File: src/rtl/mem_port_arbiter_if.sv
// Bundle of the fetch, data and backend memory handshakes seen by the
// unified-memory arbiter. The arbiter uses the slave view; the pipeline and
// memory model together form the master view.
interface mem_port_arbiter_if;
   // Fetch side
   logic        if_req;
   logic [31:0] if_addr;
   logic [31:0] if_rdata;
   logic        if_ready;
   // Data side
   logic        dm_req;
   logic        dm_we;
   logic [31:0] dm_addr;
   logic [31:0] dm_wdata;
   logic [31:0] dm_rdata;
   logic        dm_ready;
   // Backend memory
   logic        mem_req;
   logic        mem_we;
   logic [31:0] mem_addr;
   logic [31:0] mem_wdata;
   logic [31:0] mem_rdata;
   logic        mem_ack;
   // Status
   logic        err;
   logic        owner;

   modport slave (
      input  if_req, if_addr, dm_req, dm_we, dm_addr, dm_wdata, mem_rdata, mem_ack,
      output if_rdata, if_ready, dm_rdata, dm_ready, mem_req, mem_we, mem_addr, mem_wdata,
             err, owner
   );

   modport master (
      output if_req, if_addr, dm_req, dm_we, dm_addr, dm_wdata, mem_rdata, mem_ack,
      input  if_rdata, if_ready, dm_rdata, dm_ready, mem_req, mem_we, mem_addr, mem_wdata,
             err, owner
   );
endinterface

File: src/rtl/mem_port_arbiter.sv
// Arbiter sharing a single-ported unified memory between instruction fetch and
// data access. Data side has priority; fetch is forced a grant after DM_MAX
// consecutive data grants made while it was waiting. Accesses that never see
// mem_ack complete after TIMEOUT cycles with err raised.
module mem_port_arbiter #(
   parameter int unsigned DM_MAX  = 4,
   parameter int unsigned TIMEOUT = 16
) (
   input logic              CLOCK,
   input logic              RESET,
   mem_port_arbiter_if.slave bus
);

   localparam int unsigned SW = (DM_MAX > 0)  ? $clog2(DM_MAX + 1) : 1;
   localparam int unsigned TW = (TIMEOUT > 1) ? $clog2(TIMEOUT)    : 1;

   typedef enum logic [1:0] {StIdle, StAccess, StResp} state_e;

   state_e          state_q, state_d;
   logic [SW-1:0]   starve_q, starve_d;
   logic [TW-1:0]   tmo_q, tmo_d;
   logic            mem_req_q, mem_req_d;
   logic            mem_we_q, mem_we_d;
   logic [31:0]     mem_addr_q, mem_addr_d;
   logic [31:0]     mem_wdata_q, mem_wdata_d;
   logic [31:0]     if_rdata_q, if_rdata_d;
   logic [31:0]     dm_rdata_q, dm_rdata_d;
   logic            if_ready_q, if_ready_d;
   logic            dm_ready_q, dm_ready_d;
   logic            err_q, err_d;
   logic            owner_q, owner_d;

   logic            starve_full;
   logic            tmo_hit;
   logic            grant_dm;
   logic            grant_if;

   assign starve_full = (starve_q == SW'(DM_MAX));
   // Timeout fires on the last allowed ACCESS cycle; a zero TIMEOUT never fires.
   assign tmo_hit     = (TIMEOUT != 0) && (tmo_q == TW'(TIMEOUT - 32'd1));
   assign grant_dm    = bus.dm_req && (!bus.if_req || !starve_full);
   assign grant_if    = bus.if_req && !grant_dm;

   // Next-state and output logic for the IDLE/ACCESS/RESP sequence
   always_comb begin
      state_d     = state_q;
      starve_d    = starve_q;
      tmo_d       = '0;
      mem_req_d   = mem_req_q;
      mem_we_d    = mem_we_q;
      mem_addr_d  = mem_addr_q;
      mem_wdata_d = mem_wdata_q;
      if_rdata_d  = if_rdata_q;
      dm_rdata_d  = dm_rdata_q;
      if_ready_d  = 1'b0;
      dm_ready_d  = 1'b0;
      err_d       = 1'b0;
      owner_d     = owner_q;

      unique case (state_q)
         StIdle: begin
            if (grant_dm) begin
               state_d     = StAccess;
               mem_req_d   = 1'b1;
               mem_we_d    = bus.dm_we;
               mem_addr_d  = bus.dm_addr;
               mem_wdata_d = bus.dm_wdata;
               owner_d     = 1'b1;
               // Only grants that made fetch wait count toward starvation
               if (bus.if_req && !starve_full) begin
                  starve_d = starve_q + SW'(1);
               end
            end else if (grant_if) begin
               state_d    = StAccess;
               mem_req_d  = 1'b1;
               mem_we_d   = 1'b0;
               mem_addr_d = bus.if_addr;
               owner_d    = 1'b0;
               starve_d   = '0;
            end
         end

         StAccess: begin
            if (bus.mem_ack) begin
               state_d   = StResp;
               mem_req_d = 1'b0;
               if (owner_q) begin
                  dm_ready_d = 1'b1;
                  if (!mem_we_q) begin
                     dm_rdata_d = bus.mem_rdata;
                  end
               end else begin
                  if_ready_d = 1'b1;
                  if_rdata_d = bus.mem_rdata;
               end
            end else if (tmo_hit) begin
               state_d   = StResp;
               mem_req_d = 1'b0;
               err_d     = 1'b1;
               if (owner_q) begin
                  dm_ready_d = 1'b1;
                  dm_rdata_d = '0;
               end else begin
                  if_ready_d = 1'b1;
                  if_rdata_d = '0;
               end
            end else if (TIMEOUT != 0) begin
               tmo_d = tmo_q + TW'(1);
            end
         end

         StResp: begin
            // Requests are deliberately ignored here so a still-high req is
            // not granted a second time on its own ready cycle.
            state_d = StIdle;
         end

         default: begin
            state_d = StIdle;
         end
      endcase
   end

   // State and output registers with synchronous active-low reset
   always_ff @(posedge CLOCK) begin
      if (!RESET) begin
         state_q     <= StIdle;
         starve_q    <= '0;
         tmo_q       <= '0;
         mem_req_q   <= 1'b0;
         mem_we_q    <= 1'b0;
         mem_addr_q  <= '0;
         mem_wdata_q <= '0;
         if_rdata_q  <= '0;
         dm_rdata_q  <= '0;
         if_ready_q  <= 1'b0;
         dm_ready_q  <= 1'b0;
         err_q       <= 1'b0;
         owner_q     <= 1'b0;
      end else begin
         state_q     <= state_d;
         starve_q    <= starve_d;
         tmo_q       <= tmo_d;
         mem_req_q   <= mem_req_d;
         mem_we_q    <= mem_we_d;
         mem_addr_q  <= mem_addr_d;
         mem_wdata_q <= mem_wdata_d;
         if_rdata_q  <= if_rdata_d;
         dm_rdata_q  <= dm_rdata_d;
         if_ready_q  <= if_ready_d;
         dm_ready_q  <= dm_ready_d;
         err_q       <= err_d;
         owner_q     <= owner_d;
      end
   end

   assign bus.mem_req   = mem_req_q;
   assign bus.mem_we    = mem_we_q;
   assign bus.mem_addr  = mem_addr_q;
   assign bus.mem_wdata = mem_wdata_q;
   assign bus.if_rdata  = if_rdata_q;
   assign bus.dm_rdata  = dm_rdata_q;
   assign bus.if_ready  = if_ready_q;
   assign bus.dm_ready  = dm_ready_q;
   assign bus.err       = err_q;
   assign bus.owner     = owner_q;

endmodule
File: src/flat_wrapper.sv
// flat-port wrapper written by rule: the top's interface ports become plain ports
module mem_port_arbiter_flat 
#(
   parameter int unsigned DM_MAX  = 4,
   parameter int unsigned TIMEOUT = 16
)
  (CLOCK, RESET, bus_if_req, bus_if_addr, bus_dm_req, bus_dm_we, bus_dm_addr, bus_dm_wdata, bus_mem_rdata, bus_mem_ack, bus_if_rdata, bus_if_ready, bus_dm_rdata, bus_dm_ready, bus_mem_req, bus_mem_we, bus_mem_addr, bus_mem_wdata, bus_err, bus_owner);
  mem_port_arbiter_if bus_i ();
  input logic CLOCK;
  input logic RESET;
  input wire logic [$bits(bus_i.if_req)-1:0] bus_if_req;
  input wire logic [$bits(bus_i.if_addr)-1:0] bus_if_addr;
  input wire logic [$bits(bus_i.dm_req)-1:0] bus_dm_req;
  input wire logic [$bits(bus_i.dm_we)-1:0] bus_dm_we;
  input wire logic [$bits(bus_i.dm_addr)-1:0] bus_dm_addr;
  input wire logic [$bits(bus_i.dm_wdata)-1:0] bus_dm_wdata;
  input wire logic [$bits(bus_i.mem_rdata)-1:0] bus_mem_rdata;
  input wire logic [$bits(bus_i.mem_ack)-1:0] bus_mem_ack;
  output wire logic [$bits(bus_i.if_rdata)-1:0] bus_if_rdata;
  output wire logic [$bits(bus_i.if_ready)-1:0] bus_if_ready;
  output wire logic [$bits(bus_i.dm_rdata)-1:0] bus_dm_rdata;
  output wire logic [$bits(bus_i.dm_ready)-1:0] bus_dm_ready;
  output wire logic [$bits(bus_i.mem_req)-1:0] bus_mem_req;
  output wire logic [$bits(bus_i.mem_we)-1:0] bus_mem_we;
  output wire logic [$bits(bus_i.mem_addr)-1:0] bus_mem_addr;
  output wire logic [$bits(bus_i.mem_wdata)-1:0] bus_mem_wdata;
  output wire logic [$bits(bus_i.err)-1:0] bus_err;
  output wire logic [$bits(bus_i.owner)-1:0] bus_owner;
  assign bus_i.if_req = bus_if_req;
  assign bus_i.if_addr = bus_if_addr;
  assign bus_i.dm_req = bus_dm_req;
  assign bus_i.dm_we = bus_dm_we;
  assign bus_i.dm_addr = bus_dm_addr;
  assign bus_i.dm_wdata = bus_dm_wdata;
  assign bus_i.mem_rdata = bus_mem_rdata;
  assign bus_i.mem_ack = bus_mem_ack;
  assign bus_if_rdata = bus_i.if_rdata;
  assign bus_if_ready = bus_i.if_ready;
  assign bus_dm_rdata = bus_i.dm_rdata;
  assign bus_dm_ready = bus_i.dm_ready;
  assign bus_mem_req = bus_i.mem_req;
  assign bus_mem_we = bus_i.mem_we;
  assign bus_mem_addr = bus_i.mem_addr;
  assign bus_mem_wdata = bus_i.mem_wdata;
  assign bus_err = bus_i.err;
  assign bus_owner = bus_i.owner;
  mem_port_arbiter #(.DM_MAX(DM_MAX), .TIMEOUT(TIMEOUT)) u_core (.CLOCK(CLOCK), .RESET(RESET), .bus(bus_i));
endmodule
File: config.mk
export PLATFORM = sky130hd
export DESIGN_NAME = mem_port_arbiter_flat
export DESIGN_NICKNAME = d
export VERILOG_FILES = /design/src/rtl/mem_port_arbiter_if.sv /design/src/rtl/mem_port_arbiter.sv /design/src/flat_wrapper.sv
export SDC_FILE = /design/constraint.sdc
export NUM_CORES = 1
export LEC_CHECK = 0
export CORE_ASPECT_RATIO = 1.1
export CORE_UTILIZATION = 46
export CTS_BUF_LIST = sky130_fd_sc_hd__clkbuf_4 sky130_fd_sc_hd__clkbuf_8 sky130_fd_sc_hd__clkbuf_16
export CTS_CLUSTER_SIZE = 16
export DETAILED_ROUTE_END_ITERATION = 10
export PLACE_DENSITY = 0.86
export RECOVER_POWER = 25
export SYNTH_ARGS = -nofsm -noshare
export SYNTH_HDL_FRONTEND = slang
export SYNTH_SLANG_ARGS = --single-unit
export TNS_END_PERCENT = 30
File: constraint.sdc
create_clock -name CLOCK -period 2.7 [get_ports CLOCK]
set_input_delay 0.54 -clock CLOCK [delete_from_list [all_inputs] [get_ports CLOCK]]
set_output_delay 0.54 -clock CLOCK [all_outputs]
set_load 0.005 [all_outputs]
==> results of run 1 <==
==> cell type report <==
class / instances / area [um2]
Clock inverter: 12 / 160
Inverter: 4 / 15.0
Timing Repair Buffer: 284 / 2830
Fill cell: 962 / 3670
Clock buffer: 19 / 453
Tap cell: 161 / 201
Multi-Input combinational cell: 500 / 2960
Sequential cell: 143 / 2860
==> through the flow <==
stage | hold WS (ns) | instance area [um2]
finish | 0.459 | 9490
global route | 0.475 | 9490
CTS | 0.459 | 9510
detailed placement | 0.451 | 8890
global placement | 0.444 | 8890
floorplan | 0.430 | 6180
==> kinds of logic (layout without fill, tap and decap cells) <==
group | after synthesis | in the layout | synth area share [%]
and+or+nand+nor | 324 | 324 | 22.3
DFF | 143 | 143 | 46.3
AOI/OAI and AO/OA | 108 | 108 | 14.4
buffers and inverters | 78 | 319 | 5.89
muxes | 64 | 64 | 10.4
adders and majority gates | 3 | 3 | 0.608
xor gates and xnor gates | 1 | 1 | 0.142
==> path summary, 6_finish.rpt <==
path	slack, ns	startpoint	depth (start not counted)	to
setup / recovery	0.41	bus_mem_ack	5	u_core.bus.if_rdata[18]$_SDFFE_PN0P_
hold / removal	0.46	u_core.bus.if_rdata[11]$_SDFFE_PN0P_	2	u_core.bus.if_rdata[11]$_SDFFE_PN0P_
setup reg to reg	0.56	u_core.tmo_q[0]$_SDFF_PP0_	5	u_core.bus.if_rdata[18]$_SDFFE_PN0P_
hold reg to reg	0.46	u_core.bus.if_rdata[11]$_SDFFE_PN0P_	2	u_core.bus.if_rdata[11]$_SDFFE_PN0P_
==> layer usage <==
layer	GRT usage, %	vias up	wire, um
met5	0	-	0
met4	12.6	0	546
met3	6.08	41	1020
met2	44.2	238	9070
met1	29.2	2798	7460
li1	-	3001	-
==> flip-flops by register name, summed over array words and instances (netlist names) <==
register              count
u_core.bus.dm_rdata      32
u_core.bus.if_rdata      32
u_core.bus.mem_addr      32
u_core.bus.mem_wdata     32
u_core.tmo_q              4
u_core.starve_q           3
u_core.state_q            2
u_core.bus.dm_ready       1
u_core.bus.err            1
u_core.bus.if_ready       1
u_core.bus.mem_req        1
u_core.bus.mem_we         1
u_core.bus.owner          1
==> cells in the final DEF (no fill, tap or decap), types with 5 or more instances in the layout <==
cell	count
clkbuf_16	17
buf_4	12
nand2_1	230
nor3_1	32
dfxtp_1	143
nor2_1	5
a221o_1	32
mux2i_1	64
a2111oi_0	32
o22ai_1	32
nand3_1	34
clkdlybuf4s50_1	263
==> power by group through the flow <==
| stage | combinational (mW) | clock [mW] | sequential, mW |
|---|---|---|---|
| after floorplan | 0.411 | 0 | 2.35 |
| after detailed placement | 0.946 | 0 | 2.35 |
| after CTS | 0.951 | 2.45 | 2.31 |
| after global routing | 1.02 | 2.55 | 2.32 |
| after global placement | 0.937 | 0 | 2.35 |
| final | 0.945 | 2.41 | 2.31 |
==> worst register-to-register path: cells and delay by family (launching register included) <==
kind	cells	cell delay, ns
flip-flops	1	0.34
adder cells (fa/ha/maj)	1	0.26
buffers and inverters	1	0.83
AO/OA/AOI/OAI	1	0.24
AND/OR/NAND/NOR	1	0.08
multiplexers	1	0.30
==> run_results.csv, run 1 <==
group,metric,value,unit
synthesis,synth_area_leaders,"dfxtp_1 46%, nand2_1 14%, mux2i_1 10%",
detailed_routing,post_drt_via_cell_ratio,5.41,
hold_path,hold_path_class,"flop to flop",
detailed_routing,postRouteAntennaNets,0,
cts,cts_setup_buffers,0,
sta,min_period,2.29,ns
sta,rsz_0062_raised_after_global_routing,"false",
setup_path,timing.critical_path.slowest_stage_cell,"clkbuf_2",
finish,post-route-util,72.1,%
cts,clock_buffers_created_by_tritoncts,17,
sta,final_setup_fails,0,
power_and_ir_drop,cellInternalPower,4.28,mW
global_route,grt_start_max_net_pins,85,
power_and_ir_drop,total_leakage_power,3.78,nW
power_and_ir_drop,totalPowerFinal,5.66,mW
synthesis,netlist_area,6180,um2
sta,max_freq,0.438,GHz
finish,synthToLayoutAreaGrowth,53.5,%
placement,dp_slack,0.365,ns
detailed_routing,routed-via-count,6078,
cts,path_clk_slew,0.06,ns
sta,timing.clock.skew,0.0119,ns
die,die_area,13900,um2
power_and_ir_drop,vdd.ir_drop.worst,0.000433,V
setup_path,critical_path.top_delay_family,"buffers and inverters",
synthesis,yosysWarningCount,0,
finish,number_of_nets_in_the_finished_design,1087,
placement,dp.cells,1092,
synthesis,synth_fp_nets,858,
detailed_routing,route.detailed.drc,1,
global_route,gr-total-overflow,0,
cts,cts.sinks,143,
synthesis,synth-edff-count,0,
die,pin_count,268,
power_and_ir_drop,share_clk_of_total_power,42.5,%
power_and_ir_drop,power.density,597,nW/um2
power_and_ir_drop,swShare,24.4,%
job,timing.max_cap.violations,0,
cts,cts.repair.resized,0,
global_route,vias_in_the_first_global_route,5727,
placement,final_wtd_congestion,0.799,
setup_path,critical-path-max-stage-delay,0.83,ns
placement,detailedPlacementHpwl,12200,um
synthesis,async_reset_ff_share,0,%
sta,final.period_utilization,84.6,%
die,die_w,113,um
finish,final-instance-count-excl-fill,1123,
die,initial_utilization,47.0,%
synthesis,postSynth.topFlopCell,"dfxtp_1",
setup_path,worst_ep_arrival,2.61,ns
setup_path,criticalPathCategory,"input pin to flop",
cts,worstSkewPairLatency,0.41,ns
cts,holdBufCountCts,0,
setup_path,critPathRequiredTime,3.02,ns
power_and_ir_drop,pwr-share-seq,40.8,%
setup_path,cp_startpoint_kind,"input pin",
detailed_routing,wl_per_cell,16.1,um
run_status,violations_in_the_final_reports,"design-rule violations",
cts,h-tree-depth,4,
global_route,grt_pass1_wl,27700,um
detailed_routing,first_pass_iters,8,
synthesis,post_synth.cell_area_avg,8.57,um2
die,die_height,124,um
cts,tritoncts_clock_tree,"done",
cts,clock_tree.root_cell,"clkbuf_16",
synthesis,ys_ff_latch,143,
run_status,status,"complete, but fails checks",
synthesis,yosysSeqAreaShare,46.3,%
setup_path,cp-end-kind,"flop",
finish,number_of_antenna_cells_inserted,0,
global_route,groute.usage.overall,25.3,%
synthesis,post_synth_inst_count,721,
synthesis,synthDominantCellAreaShare,46.3,%
sta,timing.final.ws_setup,0.415,ns
placement,place.port_buffers,267,
power_and_ir_drop,p_comb_share,16.7,%
sta,hold_viol,0,
sta,setup-tns-final,0,ns
synthesis,yosys.cell_types.count,39,
cts,clockBufferDepth,2,
sta,slew_violations,0,
setup_path,worstPathBufferInverterCount,2,
sta,worst_pin_slew,1.11,ns
detailed_routing,wl,18100,um
sta,worst_slew_margin_rel,25.8,%
power_and_ir_drop,switchingPower,1.38,mW
finish,post_route_cells_drive_above_1_share,5.82,%
setup_path,critPathMaxFanout,32,
synthesis,yosysMostFrequentCell,"nand2_1",
die,floorplan.rows,44,
detailed_routing,drt_iter0_drc,458,
synthesis,synth_area_leader_cell,"dfxtp_1",
synthesis,synth.top_cells.by_count,"230 x nand2_1, 143 x dfxtp_1, 64 x mux2i_1",
global_route,grt_antenna_before_repair,0,
setup_path,timing.critical_path.cells,"dlygate4sd3_1 -> a31o_2 -> nand3b_1 -> clkbuf_2 -> mux2i_1",
die,coreArea,13200,um2
Power figures use the tool's default switching activity.
==> run 2, diff against run 1 <==
- CORE_UTILIZATION: 46 -> 43
- PLACE_DENSITY: 0.86 -> 0.81
- clock period: 2.7 -> 2.21 ns (I/O delays scaled with it)
==> run 2 against run 1 <==
The run now ends clean. Total power is 22% higher. Design area rose by 1.6%. First-iteration DRC count rose by 16%. Worst setup slack worse by 0.082 ns. Core utilization is 2.8 points lower. Flip-flop and latch count unchanged. Sequential power is 22% higher. Critical path depth is the same. Via count rose by 2.0%. Largest cell class is now non-clock buffers. Highest routed layer unchanged.
==> run_results.csv, run 2 (synthesized netlist as in run 1, its figures left out) <==
group,metric,value,unit
finish,layout.cells.most_common,"clkdlybuf4s50_1",
placement,detailedPlacementHpwl,12600,um
sta,slew_violations,0,
cts,worstSkewPairLatency,0.41,ns
sta,worst_slew_margin_rel,28.7,%
setup_path,critical_path.top_delay_family,"buffers and inverters",
finish,number_of_antenna_cells_inserted,0,
detailed_routing,routed-via-count,6197,
cts,clock_tree.root_cell,"clkbuf_16",
hold_path,hold_path_class,"flop to flop",
setup_path,cp_startpoint_kind,"input pin",
die,die_height,128,um
sta,setup-tns-final,0,ns
sta,timing.clock.skew,0.0114,ns
finish,synthToLayoutAreaGrowth,56.0,%
sta,worst_pin_slew,1.07,ns
hold_path,min-delay-start,"u_core.bus.mem_wdata[5]$_SDFFE_PN0P_",
die,die_area,14900,um2
setup_path,critical-path-max-stage-delay,0.79,ns
sta,max_freq,0.533,GHz
die,pin_count,268,
sta,rsz_0062_raised_after_global_routing,"false",
cts,cts.repair.resized,0,
setup_path,critPathRequiredTime,2.54,ns
setup_path,timing.critical_path.cells,"clkbuf_2 -> buf_4 -> buf_4 -> nand3_1 -> mux2i_1",
cts,cts.sinks,143,
cts,clockBufferDepth,2,
sta,min_period,1.88,ns
die,die_w,116,um
global_route,global_routing_usage_on_met2,40.8,%
setup_path,worst_path_most_repeated_cell,"buf_4",
die,initial_utilization,44.4,%
global_route,vias_in_the_first_global_route,5759,
global_route,gr-total-overflow,0,
detailed_routing,postRouteAntennaNets,0,
detailed_routing,wl,18400,um
setup_path,criticalPathCategory,"input pin to flop",
cts,tritoncts_clock_tree,"done",
cts,h-tree-depth,4,
finish,final-instance-count-excl-fill,1156,
setup_path,critical_path.startpoint,"RESET",
global_route,grt_pass1_wl,28700,um
cts,path_clk_slew,0.06,ns
cts,holdBufCountCts,0,
cts,clock_buffers_created_by_tritoncts,17,
finish,layout_common_cells,"266 x clkdlybuf4s50_1, 230 x nand2_1, 143 x dfxtp_1",
setup_path,timing.critical_path.slowest_stage_cell,"clkbuf_2",
power_and_ir_drop,power.density,716,nW/um2
setup_path,critPathMaxFanout,55,
die,floorplan.rows,45,
setup_path,cp-end-kind,"flop",
global_route,groute.usage.overall,24.6,%
placement,final_wtd_congestion,0.817,
setup_path,regToRegStartpoint,"u_core.starve_q[0]$_SDFFE_PN0P_",
run_status,status,"finished clean",
sta,hold_viol,0,
placement,dp.cells,1124,
global_route,global_route.peak_usage_layer,"met2",
finish,post_route_cells_drive_above_1_share,6.30,%
cts,cts_setup_buffers,0,
job,timing.max_cap.violations,0,
detailed_routing,post_drt_via_cell_ratio,5.36,
global_route,gr-usage-met3,7.19,%
detailed_routing,first_pass_iters,5,
power_and_ir_drop,total_leakage_power,3.84,nW
die,coreArea,13900,um2
power_and_ir_drop,vdd.ir_drop.worst,0.000487,V
finish,number_of_nets_in_the_finished_design,1092,
detailed_routing,wl_per_cell,15.9,um
sta,final.period_utilization,84.9,%
detailed_routing,route.detailed.drc,0,
setup_path,worst_ep_arrival,2.20,ns
sta,final_setup_fails,0,
detailed_routing,drt_iter0_drc,532,
setup_path,worstPathBufferInverterCount,3,
global_route,grt_start_max_net_pins,74,
global_route,grt_antenna_before_repair,0,
finish,post-route-util,69.3,%
placement,place.port_buffers,267,
global_route,grt_util_met1,28.8,%
## run 2: cell types whose count changed in the layout (fill, tap and decap cells not counted), sizes merged
cell / change
buf: +5
bufinv: -1
clkbuf: +2
clkdlybuf4s50: +3
clkinvlp: -2
dlygate4sd3: -3
inv: +2
## run 2: path summary, 6_finish.rpt
| check | endpoint | slack (ns) | cells after the start |
|---|---|---|---|
| setup / recovery | u_core.bus.if_rdata[8]$_SDFFE_PN0P_ | 0.33 | 5 |
| hold / removal | u_core.bus.mem_wdata[5]$_SDFFE_PN0P_ | 0.46 | 2 |
| setup reg to reg | u_core.bus.mem_addr[17]$_SDFFE_PN0P_ | 0.52 | 6 |
| hold reg to reg | u_core.bus.mem_wdata[5]$_SDFFE_PN0P_ | 0.46 | 2 |
## run 2: final cells by class
type | instances | area [um2]
inverters | 4 | 15.0
clock inverters | 11 | 129
clock buffers | 21 | 474
flip-flops and latches | 143 | 2860
repair buffers | 289 | 2970
multi-input cells | 500 | 2960
fillers | 1123 | 4270
well taps | 188 | 235
## run 2: power by group
part           internal (mW)  switching, mW
clock network           1.78           1.11
registers               2.73         0.0887
logic                  0.685          0.501
## run 2: stage by stage
stage,cell area (um2),hold WS [ns],setup slack (ns),power [mW]
3_5_place_dp,9050,0.452,0.0149,4.06
5_1_grt,9640,0.479,0.162,7.17
2_1_floorplan,6180,0.430,0.673,3.38
4_1_cts,9650,0.460,0.345,6.95
6_report,9640,0.456,0.333,6.90
3_3_place_gp,9050,0.443,0.0821,4.05
## run 2: routing by layer
| layer | wire length [um] | up-vias |
|---|---|---|
| met2 | 8920 | 256 |
| met3 | 1460 | 42 |
| met4 | 719 | 0 |
| met5 | 0 | - |
| met1 | 7290 | 2879 |
| li1 | - | 3020 |
## run 2: worst min-delay path: stages, from the launching register on
cell,delay (ns)
dfxtp_1,0.31
nand2_1,0.05
mux2i_1,0.05
==> run 3, diff against run 2 <==
- CORE_UTILIZATION: 43 -> 38
- PLACE_DENSITY: 0.81 -> 0.76
- clock period: 2.21 -> 1.6 ns (I/O delays scaled with it)
==> run 3 against run 2 <==
Wire length rose by 5.4%. Clock skew barely moved. Flip-flop and latch count did not move. First-iteration DRC count fell by 32%. Count of clock-buffer cells in the layout fell by 3. Worst setup slack got worse by 0.32 ns. Global-route usage fell by 3.3 points. Design area rose by 5.8%. Total power rose by 36%. Non-clock buffer count rose by 13. Die area rose by 13%. Hold slack got worse by 0.061 ns. Critical path type is now flop to flop.
==> run_results.csv, run 3 (synthesized netlist as in run 1, its figures left out) <==
group,metric,value,unit
cts,path_clk_slew,0.06,ns
setup_path,cp-end-kind,"flop",
sta,max_freq,0.630,GHz
setup_path,critPathMaxFanout,9,
detailed_routing,postRouteAntennaNets,0,
detailed_routing,route.detailed.drc,0,
sta,final_setup_fails,0,
sta,timing.clock.skew,0.0112,ns
cts,h-tree-depth,4,
cts,clock_tree.root_cell,"clkbuf_16",
hold_path,worstHoldEndpoint,"u_core.bus.mem_wdata[15]$_SDFFE_PN0P_",
hold_path,min-delay-start,"RESET",
job,timing.max_cap.violations,0,
sta,fin_hold_ws,0.395,ns
setup_path,cp_startpoint_kind,"flop",
die,initial_utilization,39.1,%
global_route,gr-total-overflow,0,
sta,min_period,1.59,ns
finish,layout_common_cells,"230 x nand2_1, 147 x clkdlybuf4s50_1, 133 x dfxtp_1",
setup_path,reg2reg_slack,0.01,ns
global_route,grt_antenna_before_repair,0,
global_route,grt_pass1_wl,27900,um
placement,placedInstanceArea,9170,um2
finish,synthToLayoutAreaGrowth,65.1,%
global_route,groute.usage.overall,21.3,%
die,die_area,16800,um2
sta,timing.final.ws_setup,0.0124,ns
die,pin_count,268,
setup_path,regToRegStartpoint,"u_core.starve_q[0]$_SDFFE_PN0P_",
setup_path,rr_worst_depth,7,
setup_path,critPathRequiredTime,1.91,ns
cts,clockBufferDepth,2,
power_and_ir_drop,power.density,919,nW/um2
sta,worst_pin_slew,0.469,ns
finish,multiInputGateArea,3270,um2
sta,hold_viol,0,
setup_path,criticalPathCategory,"flop to flop",
die,floorplan.rows,48,
placement,dp_slack,-0.257,ns
die,die_w,124,um
placement,place.port_buffers,267,
die,coreArea,15800,um2
global_route,vias_in_the_first_global_route,5607,
sta,setup-tns-final,0,ns
die,die_height,136,um
detailed_routing,wl_per_cell,16.4,um
setup_path,worst_ep_arrival,1.90,ns
finish,number_of_antenna_cells_inserted,0,
detailed_routing,first_pass_iters,5,
run_status,status,"finished clean",
cts,tritoncts_clock_tree,"done",
placement,final_wtd_congestion,0.780,
finish,number_of_nets_in_the_finished_design,1105,
sta,final.period_utilization,99.2,%
detailed_routing,post_drt_via_cell_ratio,5.26,
hold_path,hold_path_class,"input pin to flop",
sta,slew_violations,0,
hold_path,min_delay_path_depth,4,
placement,detailedPlacementHpwl,12700,um
finish,post_route_cells_drive_above_1_share,12.0,%
global_route,grt_start_max_net_pins,75,
power_and_ir_drop,vdd.ir_drop.worst,0.000771,V
finish,final_cell_area,10200,um2
detailed_routing,routed-via-count,6212,
finish,final-seq-area,2880,um2
sta,rsz_0062_raised_after_global_routing,"true",
cts,clock_buffers_created_by_tritoncts,17,
setup_path,worst_r2r_endpoint,"u_core.bus.mem_wdata[5]$_SDFFE_PN0P_",
finish,layout.cells.most_common,"nand2_1",
detailed_routing,wl,19400,um
finish,post-route-util,64.6,%
power_and_ir_drop,total_leakage_power,5.04,nW
finish,nFillCells,1283,
sta,worst_slew_margin_rel,68.8,%
cts,cts.sinks,143,
cts,worstSkewPairLatency,0.41,ns
detailed_routing,drt_iter0_drc,364,
## run 3: changes by cell type in the layout (fill, tap and decap cells not counted), sizes merged
cell	delta
clkdlybuf4s50	-119
dlymetal6s2s	+54
dlygate4sd2	+42
clkdlybuf4s25	+23
buf	+11
clkinv	+4
bufinv	-1
clkbuf	-1
inv	-1
## run 3: worst max-delay path, cell delays in order, from the launching register on
cell     delay, ns
dfxtp_1       0.33
inv_1         0.09
ha_2          0.22
nand3_4       0.12
buf_4         0.18
nand3_4       0.12
buf_12        0.16
mux2i_1       0.27
## run 3: metal layers
layer,GRT usage [%],part of all wire (%),vias to the layer above
met5,0,0,-
met4,9.30,2.7,0
met3,5.68,6.9,38
met2,35.8,50,216
met1,25.1,40,2907
li1,-,-,3051
## run 3: per-stage QoR
step           cells  total power, mW
2_1_floorplan    721             4.66
3_3_place_gp    1146             5.62
3_5_place_dp    1146             5.64
4_1_cts         1177             9.35
5_1_grt         1180             9.79
6_report        1180             9.37
## run 3: layout make-up
| class | instances | share of cell area [%] |
|---|---|---|
| Clock inverter | 13 | 1.12 |
| Inverter | 4 | 0.147 |
| Clock buffer | 18 | 4.31 |
| Tap cell | 200 | 2.45 |
| Sequential cell | 143 | 28.2 |
| Timing Repair Buffer | 302 | 31.7 |
| Multi-Input combinational cell | 500 | 32.1 |
## run 3: worst max path at each step
stage,start,to
final,u_core.starve_q[0]$_SDFFE_PN0P_,u_core.bus.mem_wdata[5]$_SDFFE_PN0P_
after global routing,u_core.starve_q[0]$_SDFFE_PN0P_,u_core.bus.mem_addr[19]$_SDFFE_PN0P_
after CTS,u_core.bus.if_rdata[12]$_SDFFE_PN0P_,bus_if_rdata[12]
after detailed placement,bus_if_req,u_core.bus.mem_addr[26]$_SDFFE_PN0P_
after global placement,bus_if_req,u_core.starve_q[2]$_SDFFE_PN0P_
after floorplan,u_core.starve_q[0]$_SDFFE_PN0P_,u_core.bus.mem_addr[25]$_SDFFE_PN0P_
## run 3: timing repair
item,CTS,global route
resized for setup,55,155
buffers inserted,0,0
endpoints found under the setup margin,52,140
cloned,0,3
endpoints found under the hold margin,0,0
hold buffers,0,0
pin swaps,0,1
## run 3: power by group
part | internal [mW] | total [mW] | switching [mW]
Combinational | 0.954 | 1.75 | 0.799
Sequential | 3.78 | 3.90 | 0.118
Clock | 2.17 | 3.73 | 1.55
Total | 6.91 | 9.37 | 2.47
